--- src/rtl/sync_rr_arbiter_4ph_if.sv ---
// Bundle of the upstream 4-phase channels, downstream channel and select/busy status.
// The master modport is the arbiter's view; slave is the requester/resource side.
interface sync_rr_arbiter_4ph_if #(
  parameter int unsigned N = 4
);
  localparam int unsigned IDX_W = $clog2(N);

  logic [N-1:0]     req_in;
  logic [N-1:0]     ack_in;
  logic             req_out;
  logic             ack_out;
  logic [IDX_W-1:0] sel;
  logic             busy;

  modport master (
    input  req_in,
    input  ack_out,
    output ack_in,
    output req_out,
    output sel,
    output busy
  );

  modport slave (
    output req_in,
    output ack_out,
    input  ack_in,
    input  req_out,
    input  sel,
    input  busy
  );
endinterface

--- src/rtl/sync_rr_arbiter_4ph.sv ---
// Clocked round-robin arbiter sharing one 4-phase req/ack channel among N 4-phase requesters.
// Inputs pass through SYNC_STAGES flops; every output comes straight from a register.
module sync_rr_arbiter_4ph #(
  parameter int unsigned N           = 4,
  parameter int unsigned SYNC_STAGES = 2
) (
  input logic                 clk,
  input logic                 rst,
  sync_rr_arbiter_4ph_if.master bus
);
  localparam int unsigned IDX_W = $clog2(N);

  typedef enum logic [1:0] {StIdle, StReq, StHold, StRel} state_e;

  logic [N-1:0] rq_s;
  logic         ak_s;

  if (SYNC_STAGES == 0) begin : g_nosync
    assign rq_s = bus.req_in;
    assign ak_s = bus.ack_out;
  end else begin : g_sync
    logic [N-1:0]           rq_q [SYNC_STAGES];
    logic [SYNC_STAGES-1:0] ak_q;

    always_ff @(posedge clk) begin
      if (rst) begin
        for (int i = 0; i < SYNC_STAGES; i++) rq_q[i] <= '0;
        ak_q <= '0;
      end else begin
        rq_q[0] <= bus.req_in;
        ak_q[0] <= bus.ack_out;
        for (int i = 1; i < SYNC_STAGES; i++) begin
          rq_q[i] <= rq_q[i-1];
          ak_q[i] <= ak_q[i-1];
        end
      end
    end

    assign rq_s = rq_q[SYNC_STAGES-1];
    assign ak_s = ak_q[SYNC_STAGES-1];
  end

  state_e           state_q, state_d;
  logic [IDX_W-1:0] sel_q, sel_d;
  logic [IDX_W-1:0] ptr_q, ptr_d;
  logic             req_out_q, req_out_d;
  logic [N-1:0]     ack_in_q, ack_in_d;
  logic             busy_q, busy_d;

  // Rotating priority scan: ptr has highest priority, the port before it the lowest.
  logic             found;
  logic [IDX_W-1:0] winner;
  int unsigned      j;
  logic [IDX_W-1:0] jj;

  always_comb begin
    found  = 1'b0;
    winner = '0;
    j      = 0;
    jj     = '0;
    for (int unsigned i = 0; i < N; i++) begin
      j = 32'(ptr_q) + i;
      if (j >= N) j = j - N;
      jj = IDX_W'(j);
      if (!found && rq_s[jj]) begin
        found  = 1'b1;
        winner = jj;
      end
    end
  end

  always_comb begin
    state_d   = state_q;
    sel_d     = sel_q;
    ptr_d     = ptr_q;
    req_out_d = req_out_q;
    ack_in_d  = ack_in_q;
    busy_d    = busy_q;
    unique case (state_q)
      StIdle: begin
        // A resource ack still high from a previous cycle blocks any new grant.
        if (found && !ak_s) begin
          sel_d     = winner;
          req_out_d = 1'b1;
          busy_d    = 1'b1;
          state_d   = StReq;
        end
      end
      StReq: begin
        if (ak_s) begin
          ack_in_d        = '0;
          ack_in_d[sel_q] = 1'b1;
          state_d         = StHold;
        end
      end
      StHold: begin
        if (!rq_s[sel_q]) begin
          req_out_d = 1'b0;
          state_d   = StRel;
        end
      end
      StRel: begin
        if (!ak_s) begin
          ack_in_d = '0;
          busy_d   = 1'b0;
          ptr_d    = (sel_q == IDX_W'(N - 1)) ? '0 : sel_q + IDX_W'(1);
          state_d  = StIdle;
        end
      end
      default: state_d = StIdle;
    endcase
  end

  always_ff @(posedge clk) begin
    if (rst) begin
      state_q   <= StIdle;
      sel_q     <= '0;
      ptr_q     <= '0;
      req_out_q <= 1'b0;
      ack_in_q  <= '0;
      busy_q    <= 1'b0;
    end else begin
      state_q   <= state_d;
      sel_q     <= sel_d;
      ptr_q     <= ptr_d;
      req_out_q <= req_out_d;
      ack_in_q  <= ack_in_d;
      busy_q    <= busy_d;
    end
  end

  assign bus.req_out = req_out_q;
  assign bus.ack_in  = ack_in_q;
  assign bus.sel     = sel_q;
  assign bus.busy    = busy_q;
endmodule

--- src/flat_wrapper.sv ---
// flat-port wrapper written by rule: the top's interface ports become plain ports
module sync_rr_arbiter_4ph_flat 
#(
  parameter int unsigned N           = 4,
  parameter int unsigned SYNC_STAGES = 2
)
  (clk, rst, bus_req_in, bus_ack_out, bus_ack_in, bus_req_out, bus_sel, bus_busy);
  sync_rr_arbiter_4ph_if #(.N(N)) bus_i ();
  input logic clk;
  input logic rst;
  input wire logic [$bits(bus_i.req_in)-1:0] bus_req_in;
  input wire logic [$bits(bus_i.ack_out)-1:0] bus_ack_out;
  output wire logic [$bits(bus_i.ack_in)-1:0] bus_ack_in;
  output wire logic [$bits(bus_i.req_out)-1:0] bus_req_out;
  output wire logic [$bits(bus_i.sel)-1:0] bus_sel;
  output wire logic [$bits(bus_i.busy)-1:0] bus_busy;
  assign bus_i.req_in = bus_req_in;
  assign bus_i.ack_out = bus_ack_out;
  assign bus_ack_in = bus_i.ack_in;
  assign bus_req_out = bus_i.req_out;
  assign bus_sel = bus_i.sel;
  assign bus_busy = bus_i.busy;
  sync_rr_arbiter_4ph #(.N(N), .SYNC_STAGES(SYNC_STAGES)) u_core (.clk(clk), .rst(rst), .bus(bus_i));
endmodule
--- config.mk ---
export PLATFORM = sky130hd
export DESIGN_NAME = sync_rr_arbiter_4ph_flat
export DESIGN_NICKNAME = d
export VERILOG_FILES = /design/src/rtl/sync_rr_arbiter_4ph_if.sv /design/src/rtl/sync_rr_arbiter_4ph.sv /design/src/flat_wrapper.sv
export SDC_FILE = /design/constraint.sdc
export NUM_CORES = 1
export LEC_CHECK = 0
export BUFFER_PORTS_ARGS = -buffer_cell sky130_fd_sc_hd__buf_2
export CAP_MARGIN = 15
export CELL_PAD_IN_SITES_DETAIL_PLACEMENT = 1
export CELL_PAD_IN_SITES_GLOBAL_PLACEMENT = 1
export CORE_UTILIZATION = 41
export CTS_CLUSTER_DIAMETER = 100
export DETAILED_ROUTE_END_ITERATION = 8
export PLACE_DENSITY_LB_ADDON = 0.3
export SYNTH_ARGS = -nofsm -noshare
export SYNTH_HDL_FRONTEND = slang
export SYNTH_SLANG_ARGS = --single-unit
export TNS_END_PERCENT = 5
--- constraint.sdc ---
create_clock -name clk -period 2.3 [get_ports clk]
set_clock_uncertainty 0.05 [all_clocks]
set_input_delay 0.115 -clock clk [delete_from_list [all_inputs] [get_ports clk]]
set_output_delay 0.115 -clock clk [all_outputs]
set_load 0.01 [all_outputs]
==> results_dict.tcl, run 1 <==
set metrics [dict create \
    cts_resized 0 \
    first_global_vias 896 \
    synth_common_cells "dfxtp_1, nor2b_1, a21oi_1, inv_1, ha_1" \
    outcome "complete, no violations" \
    setup_viol 0 \
    worstMarginPinSlew_ns 0.532 \
    yosysTopAreaCell "dfxtp_1" \
    wl_microns 2280 \
    power_mw 1.15 \
    hp-class "input port to flip-flop" \
    nNetsFinal 148 \
    ys_seq_area_frac 0.425 \
    ys_ff_latch 22 \
    drive_gt1_frac 0.167 \
    root_buffer "clkbuf_4" \
    setup_tns_ns 0 \
    dr.pass1.iters 4 \
    clock-sinks 22 \
    final_antenna_net_count 0 \
    p_per_area_nw_per_um2 938 \
    rows 17 \
    setup.worst_path.class "flip-flop to flip-flop" \
    diodes 0 \
    synth.top_cell.area_share 0.425 \
    grt_usage 0.193 \
    place_congestion 0.799 \
    finalHoldViolCount 0 \
    startpoint_type "flip-flop" \
    crit_arrival_ns 2.14 \
    grt_start_max_net_pins 24 \
    synth_ff_type "dfxtp_1" \
    grt_pass1_wl_microns 3750 \
    synth_edf_count 0 \
    area_growth_pct 18.2 \
    htree_levels 1 \
    holdPathStages 2 \
    clock_latency_ns 0.32 \
    drtIter0Drc 23 \
    cp_max_fo 5 \
    avgSynthCellArea_sq_um 9.09 \
    vias 901 \
    io_pins 15 \
    rsz0062_at_grt "false" \
    timing.max_cap.violations 0 \
    fin_crit_sh 0.846 \
    start_util 0.451 \
    endpoint_kind "flip-flop" \
    max_freq_ghz 0.514 \
    fillers 281 \
    numCtsBuffers 3 \
    drt-wirelength-per-cell_microns 14.3 \
    die_y_microns 52.3 \
    cts_buffer_depth 2 \
    antenna_found_initial 0 \
    die_w_microns 52.3 \
    worst_r2r_path_depth 6 \
    overflow 0 \
    peakVddDrop_mv 0.472 \
    synth_most_common_cell "dfxtp_1" \
    p_leak_nw 0.486 \
    ys_types 31 \
    synthCells 114 \
    path_clk_slew_ns 0.13 \
    avgViaCountPerCell 5.63 \
    yosysWarnings 0 \
    core_sq_um 2300 \
    die-area_sq_um 2730 \
    drv_slew 0 \
    max_slew_margin 0.642 \
    port_buffers 14 \
    synthTopCellsByArea "dfxtp_1, ha_1, nor2b_1" \
    synthArstFlopShare 0 \
    syn_nets 129 \
    min_period_ns 1.95 \
    hpwlAfterDp_microns 1650 \
    drc 0 \
    syn_area_sq_um 1040 \
    required_ns 2.49 \
    cts_tree "built" \
]
[flip-flops by register name, summed over array words and instances (netlist names)]
signal and cells:
u_core.state_q 2, u_core.g_sync.ak_q 2, u_core.bus.busy 1, u_core.bus.req_out 1, u_core.ptr_q 2, u_core.bus.ack_in 4
u_core.g_sync.rq_q 8, u_core.bus.sel 2
[stage by stage]
stage | area [sq um] | cells | worst slack [ns] | hold slack [ns] | util
floorplan | 1040 | 114 | 0.570 | 0.148 | -
global placement | 1120 | 151 | 0.506 | 0.276 | 0.489
detailed placement | 1120 | 151 | 0.393 | 0.280 | 0.489
CTS | 1220 | 160 | 0.356 | 0.135 | 0.533
global route | 1220 | 160 | 0.260 | 0.142 | 0.533
finish | 1220 | 160 | 0.355 | 0.133 | 0.533
[layer usage]
layer,routed length [microns],share of wire,global-route usage,up-vias
met4,76,0.033,0.0965,0
met1,1030,0.45,0.208,428
met2,1120,0.49,0.335,21
li1,-,-,-,442
met5,0,0,0,-
met3,55,0.024,0.0609,10
[timing repair]
action	in CTS	in global routing
hold buffers	5	0
endpoints found under the hold margin	5	0
setup buffers	0	0
[cells by family after synthesis]
family	count (synthesis)	synth area share
flip-flops	22	0.425
buffers and inverters	15	0.0543
multiplexers	1	0.0217
AO/OA/AOI/OAI	28	0.185
adder cells (fa/ha/maj)	8	0.0966
AND/OR/NAND/NOR	40	0.217
[final cells by class]
| type | count | area [sq um] | share of cell area |
|---|---|---|---|
| Tap cell | 28 | 35.0 | 0.0286 |
| Timing Repair Buffer | 19 | 120 | 0.0981 |
| Clock inverter | 1 | 30.0 | 0.0245 |
| Sequential cell | 22 | 440 | 0.360 |
| Clock buffer | 3 | 22.5 | 0.0184 |
| Multi-Input combinational cell | 77 | 539 | 0.440 |
| Inverter | 10 | 37.5 | 0.0306 |
[power breakdown]
| group | total [mW] | internal [mW] | switching [mW] |
|---|---|---|---|
| logic | 0.367 | 0.157 | 0.210 |
| clock network | 0.298 | 0.176 | 0.122 |
| registers | 0.484 | 0.434 | 0.0503 |
| total | 1.15 | 0.768 | 0.382 |
[worst max-delay path: stages (launching register included)]
cell and delay (ns):
dfxtp_1 0.41, inv_1 0.09, ha_1 0.25, or3b_1 0.37, a222oi_1 0.48, nand3_1 0.14
o31ai_1 0.08
[worst paths after layout]
path                                                     startpoint  slack, ns                             endpoint
worst max-delay path                 u_core.state_q[0]$_SDFFE_PP0P_       0.35       u_core.state_q[1]$_SDFFE_PP0P_
worst min register to register  u_core.g_sync.rq_q[0][1]$_SDFF_PP0_       0.40  u_core.g_sync.rq_q[0][5]$_SDFF_PP0_
worst min-delay path                                            rst       0.13         u_core.ptr_q[0]$_SDFFE_PP0P_
worst max register to register       u_core.state_q[0]$_SDFFE_PP0P_       0.35       u_core.state_q[1]$_SDFFE_PP0P_
[cells in the final DEF, fill, tap and decap left out, drive strengths merged, types with 2 or more instances in the layout]
cell	instances
nand2	6
a2111oi	4
inv	10
a221oi	3
o21ai	3
nor2b	11
nor2	7
nand2b	2
nor3	6
dfxtp	22
a21oi	10
o21a	2
ha	8
clkbuf	3
buf	14
dlygate4sd3	5
Note: power is estimated with default switching activity, not from simulation.
==> run 2, diff against run 1 <==
==> constraint.sdc (replaced) <==
create_clock -name clk -period 1.9 [get_ports clk]
set_clock_uncertainty 0.05 [all_clocks]
set_input_delay 0.095 -clock clk [delete_from_list [all_inputs] [get_ports clk]]
set_output_delay 0.095 -clock clk [all_outputs]
set_load 0.01 [all_outputs]
==> results_dict.tcl, run 2 (synthesized netlist as in run 1, its figures left out) <==
set metrics [dict create \
    r2r_end "u_core.state_q[1]$_SDFFE_PP0P_" \
    largest_reg_flops 8 \
    holdPathStages 2 \
    dr.pass1.iters 4 \
    drc 0 \
    worst_r2r_path_depth 6 \
    clock-sinks 22 \
    final_antenna_net_count 0 \
    largest-register "u_core.g_sync.rq_q" \
    rsz0062_at_grt "true" \
    rows 17 \
    rrSetupSlack_ns 0.04 \
    cp.buffers_inverters 2 \
    setup_tns_ns 0 \
    core_sq_um 2300 \
    layout_common_cells "dfxtp_1, buf_2, nor2b_1, a21oi_1, inv_1" \
    required_ns 2.04 \
    crit_arrival_ns 2.00 \
    max_freq_ghz 0.538 \
    highest_layer "met4" \
    startpoint_type "flip-flop" \
    port_buffers 14 \
    grt_start_max_net_pins 24 \
    mostFrequentLayoutCell "dfxtp_1" \
    path_clk_slew_ns 0.11 \
    timing.max_cap.violations 0 \
    setup_viol 0 \
    htree_levels 1 \
    critical-path-top-delay-family "compound AO/OA/AOI/OAI gates" \
    holdCritStartpoint "rst" \
    io_pins 15 \
    endpoint_kind "flip-flop" \
    power_mw 1.37 \
    holdWs_ns 0.164 \
    antenna_found_initial 0 \
    p_per_area_nw_per_um2 1080 \
    grt_usage 0.189 \
    met3WireLength_microns 72 \
    root_buffer "clkbuf_4" \
    cts_buffer_depth 2 \
    timing.rr.start "u_core.state_q[1]$_SDFFE_PP0P_" \
    max_slew_margin 0.602 \
    holdPathEnd "u_core.g_sync.ak_q[0]$_SDFF_PP0_" \
    outcome "complete, no violations" \
    drive_gt1_frac 0.250 \
    avgViaCountPerCell 5.57 \
    p_leak_nw 0.501 \
    clock_latency_ns 0.30 \
    place_congestion 0.767 \
    crit_slowest_cell "a222oi_1" \
    wl_met2_microns 1200 \
    peakVddDrop_mv 0.691 \
    die_w_microns 52.3 \
    drtIter0Drc 4 \
    hpwlAfterDp_microns 1680 \
    cts_tree "built" \
    drv_slew 0 \
    overflow 0 \
    critPathMaxStageDelay_ns 0.48 \
    setup.worst_path.class "flip-flop to flip-flop" \
    hp-class "input port to flip-flop" \
    layout_setup_ws_ns 0.0403 \
    min_period_ns 1.86 \
    finalHoldViolCount 0 \
    critical_path.cell_chain "inv_4 > ha_4 > or3b_1 > a222oi_1 > buf_4 > o31ai_2" \
    vias 913 \
    worstMarginPinSlew_ns 0.591 \
    drt-wirelength-per-cell_microns 14.4 \
    diodes 0 \
    place_ws_ns -0.0385 \
    post-route-util 0.556 \
    first_global_vias 886 \
    wl_met1_microns 1040 \
    wl_microns 2360 \
    area_growth_pct 23.3 \
    grt_pass1_wl_microns 3730 \
    start_util 0.451 \
    numCtsBuffers 3 \
    cp_max_fo 5 \
    nNetsFinal 153 \
    fin_crit_sh 0.979 \
    die-area_sq_um 2730 \
    die_y_microns 52.3 \
]
## run 2: changes by cell type in the layout (fill, tap and decap cells not counted), moves of 2 or more
| cell | before | now |
|---|---|---|
| ha_4 | 0 | 2 |
| buf_4 | 0 | 5 |
| dfxtp_1 | 22 | 20 |
| inv_1 | 10 | 8 |
| dfxtp_4 | 0 | 2 |
| ha_1 | 8 | 5 |
## run 2: cell type report
type                       instances  area [sq um]
multi-input combinational         77           574
fill                             275          1020
tap                               28          35.0
clock buffer                       3          22.5
sequential                        22           448
inverter                          10          40.0
timing repair buffer              24           158
## run 2: what timing repair did
item | CTS | global route
hold endpoints to repair | 5 | 0
pin swaps | 1 | 2
buffers inserted | 0 | 2
hold buffers | 5 | 0
setup endpoints to repair | 2 | 3
resized for setup | 3 | 11
## run 2: worst max path at each step
| stage | from | endpoint | cells after the start | slack [ns] |
|---|---|---|---|---|
| 2_1_floorplan | u_core.state_q[1]$_SDFFE_PP0P_ | u_core.state_q[1]$_SDFFE_PP0P_ | 7 | 0.17 |
| 3_3_place_gp | u_core.state_q[0]$_SDFFE_PP0P_ | u_core.state_q[1]$_SDFFE_PP0P_ | 6 | 0.12 |
| 3_5_place_dp | u_core.state_q[0]$_SDFFE_PP0P_ | u_core.state_q[1]$_SDFFE_PP0P_ | 6 | -0.04 |
| 5_1_grt | u_core.state_q[1]$_SDFFE_PP0P_ | u_core.state_q[1]$_SDFFE_PP0P_ | 6 | 0.005 |
| 6_report | u_core.state_q[1]$_SDFFE_PP0P_ | u_core.state_q[1]$_SDFFE_PP0P_ | 6 | 0.04 |
| 4_1_cts | u_core.state_q[0]$_SDFFE_PP0P_ | u_core.state_q[1]$_SDFFE_PP0P_ | 6 | 0.00009 |
## run 2: layer usage
| layer | track usage | vias to the layer above |
|---|---|---|
| li1 | - | 448 |
| met1 | 0.208 | 440 |
| met2 | 0.335 | 21 |
| met3 | 0.0377 | 4 |
| met4 | 0.105 | 0 |
| met5 | 0 | - |
## run 2: power by group
part	internal (mW)	total, mW	leakage [nW]	switching (mW)
clock	0.0738	0.201	0.0138	0.127
combinational	0.283	0.579	0.305	0.296
sequential	0.537	0.595	0.182	0.0584
## run 2: worst reg2reg max path: cells and delay by family (launching register included)
| family | cells | cell delay (ns) |
|---|---|---|
| DFF | 1 | 0.39 |
| AOI/OAI and AO/OA | 2 | 0.53 |
| and+or+nand+nor | 1 | 0.35 |
| buffers and inverters | 2 | 0.25 |
| adders and majority gates | 1 | 0.17 |
## run 2: per-stage QoR
step	cells	area [sq um]
4_1_cts	162	1220
3_3_place_gp	154	1140
2_1_floorplan	114	1040
6_report	164	1280
3_5_place_dp	154	1140
5_1_grt	164	1280
==> run 3, diff against run 2 <==
--- a/config.mk
+++ b/config.mk
@@ -5,6 +5,7 @@
 export SDC_FILE = /design/constraint.sdc
 export NUM_CORES = 1
 export LEC_CHECK = 0
+export ABC_AREA = 1
 export BUFFER_PORTS_ARGS = -buffer_cell sky130_fd_sc_hd__buf_2
 export CAP_MARGIN = 15
 export CELL_PAD_IN_SITES_DETAIL_PLACEMENT = 1
==> results_dict.tcl, run 3 <==
set metrics [dict create \
    timing.max_cap.violations 0 \
    area_growth_pct 15.6 \
    htree_levels 1 \
    path_clk_slew_ns 0.12 \
    mostFrequentLayoutCell "nand2_1" \
    worst_r2r_path_depth 9 \
    ys_types 25 \
    hp-class "input port to flip-flop" \
    violations "design-rule violations" \
    synth.top_cell.area_share 0.348 \
    io_pins 15 \
    hpwlAfterDp_microns 2230 \
    startpoint_type "flip-flop" \
    outcome "finished with violations" \
    cts_buffer_depth 2 \
    setup.worst_path.class "flip-flop to flip-flop" \
    syn_nets 189 \
    layout_common_cells "nand2_1, inv_1, dfxtp_1, nor2_1, buf_2" \
    cts_tree "built" \
    largest-register "u_core.g_sync.rq_q" \
    syn_area_sq_um 1260 \
    rsz0062_at_grt "false" \
    final_antenna_net_count 0 \
    synth_ff_type "dfxtp_1" \
    fillers 382 \
    post-cts-setup-buffers 0 \
    yosysTopAreaCell "dfxtp_1" \
    nNetsFinal 210 \
    avgSynthCellArea_sq_um 7.27 \
    drv_slew 0 \
    placed_area_sq_um 1360 \
    largest_reg_flops 8 \
    place_congestion 0.784 \
    peakVddDrop_mv 0.563 \
    p_leak_nw 0.732 \
    ys_seq_area_frac 0.348 \
    holdWs_ns 0.0726 \
    dr.pass1.iters 5 \
    die_y_microns 57.5 \
    root_buffer "clkbuf_4" \
    crit_arrival_ns 1.78 \
    place_ws_ns 0.170 \
    yosysWarnings 0 \
    drc 1 \
    numCtsBuffers 3 \
    avgViaCountPerCell 5.00 \
    wl_microns 2770 \
    r2r_end "u_core.state_q[0]$_SDFFE_PP0P_" \
    die_w_microns 57.5 \
    holdCritStartpoint "rst" \
    max_freq_ghz 0.622 \
    clock_latency_ns 0.31 \
    drive_gt1_frac 0.237 \
    power_mw 1.84 \
    max_slew_margin 0.799 \
    synthCells 174 \
    port_buffers 14 \
    holdPathEnd "u_core.bus.req_out$_SDFFE_PP0P_" \
    die-area_sq_um 3310 \
    drt-wirelength-per-cell_microns 12.3 \
    p_per_area_nw_per_um2 1260 \
    synthArstFlopShare 0 \
    layout_setup_ws_ns 0.292 \
    grt_usage 0.196 \
    core_sq_um 2830 \
    endpoint_kind "flip-flop" \
    start_util 0.447 \
    grt_pass1_wl_microns 4950 \
    finalHoldViolCount 0 \
    required_ns 2.08 \
    setup_tns_ns 0 \
    fin_crit_sh 0.846 \
    synth_most_common_cell "nand2_1" \
    design_area_sq_um 1460 \
    rrSetupSlack_ns 0.29 \
    grt_start_max_net_pins 17 \
    holdPathStages 2 \
    overflow 0 \
    antenna_found_initial 0 \
    worstMarginPinSlew_ns 0.301 \
    min_period_ns 1.61 \
    vias 1126 \
    setup_viol 0 \
    synthTopCellsByArea "dfxtp_1, nand2_1, inv_1" \
    timing.rr.start "u_core.bus.sel[0]$_SDFFE_PP0P_" \
    synth_edf_count 0 \
    clock-sinks 22 \
    first_global_vias 1162 \
    drtIter0Drc 36 \
    ys_ff_latch 22 \
    cp_max_fo 8 \
    synth_common_cells "nand2_1, inv_1, dfxtp_1" \
    diodes 0 \
    rows 19 \
]
run 3: kinds of logic after synthesis:
logic type	Yosys count	share of synthesized area
buffers and inverters	37	0.113
adder cells (fa/ha/maj)	8	0.0791
AO/OA/AOI/OAI	22	0.0950
AND/OR/NAND/NOR	85	0.365
flip-flops	22	0.348
run 3: critical path: stages (launching register included):
cell,delay (ns)
dfxtp_1,0.52
inv_1,0.16
a21oi_1,0.16
o21ai_1,0.09
a21oi_1,0.18
nor2_1,0.11
nand3_2,0.10
nand2_1,0.06
inv_1,0.06
nor2_2,0.04
run 3: final cells by class:
class / count / area (sq um) / area share
Sequential cell: 22 / 442 / 0.302
Multi-Input combinational cell: 115 / 682 / 0.466
Tap cell: 31 / 38.8 / 0.0265
Inverter: 34 / 128 / 0.0873
Timing Repair Buffer: 19 / 120 / 0.0821
Clock inverter: 1 / 30.0 / 0.0205
Clock buffer: 3 / 22.5 / 0.0154
run 3: how the worst max path moves through the flow:
stage / startpoint / to / slack [ns] / depth (start not counted)
global placement: u_core.ptr_q[0]$_SDFFE_PP0P_ / u_core.state_q[0]$_SDFFE_PP0P_ / 0.24 / 13
floorplan: u_core.ptr_q[0]$_SDFFE_PP0P_ / u_core.state_q[0]$_SDFFE_PP0P_ / 0.47 / 12
detailed placement: u_core.ptr_q[0]$_SDFFE_PP0P_ / u_core.state_q[0]$_SDFFE_PP0P_ / 0.17 / 13
finish: u_core.bus.sel[0]$_SDFFE_PP0P_ / u_core.state_q[0]$_SDFFE_PP0P_ / 0.29 / 9
global route: u_core.ptr_q[0]$_SDFFE_PP0P_ / u_core.state_q[0]$_SDFFE_PP0P_ / 0.11 / 13
CTS: u_core.ptr_q[0]$_SDFFE_PP0P_ / u_core.state_q[0]$_SDFFE_PP0P_ / 0.15 / 13
run 3: timing repair:
item / 4_1_cts / 5_1_grt
endpoints found under the hold margin: 5 / 0
hold buffers: 5 / 0
resized for setup: 0 / 1
setup endpoints to repair: 0 / 3
run 3: layer usage:
layer	routed length [microns]	global-route usage
met1	1180	0.224
met2	1510	0.359
met3	63	0.0544
met4	19	0.0418
met5	0	0
run 3: through the flow:
step	cells	utilization
3_3_place_gp	216	0.480
3_5_place_dp	216	0.480
5_1_grt	225	0.517
2_1_floorplan	174	-
4_1_cts	225	0.517
6_report	225	0.517
run 3: power breakdown:
part           internal, mW  leakage, nW  switching (mW)
sequential            0.547        0.182          0.0903
clock                 0.213       0.0279           0.142
combinational         0.320        0.522           0.524
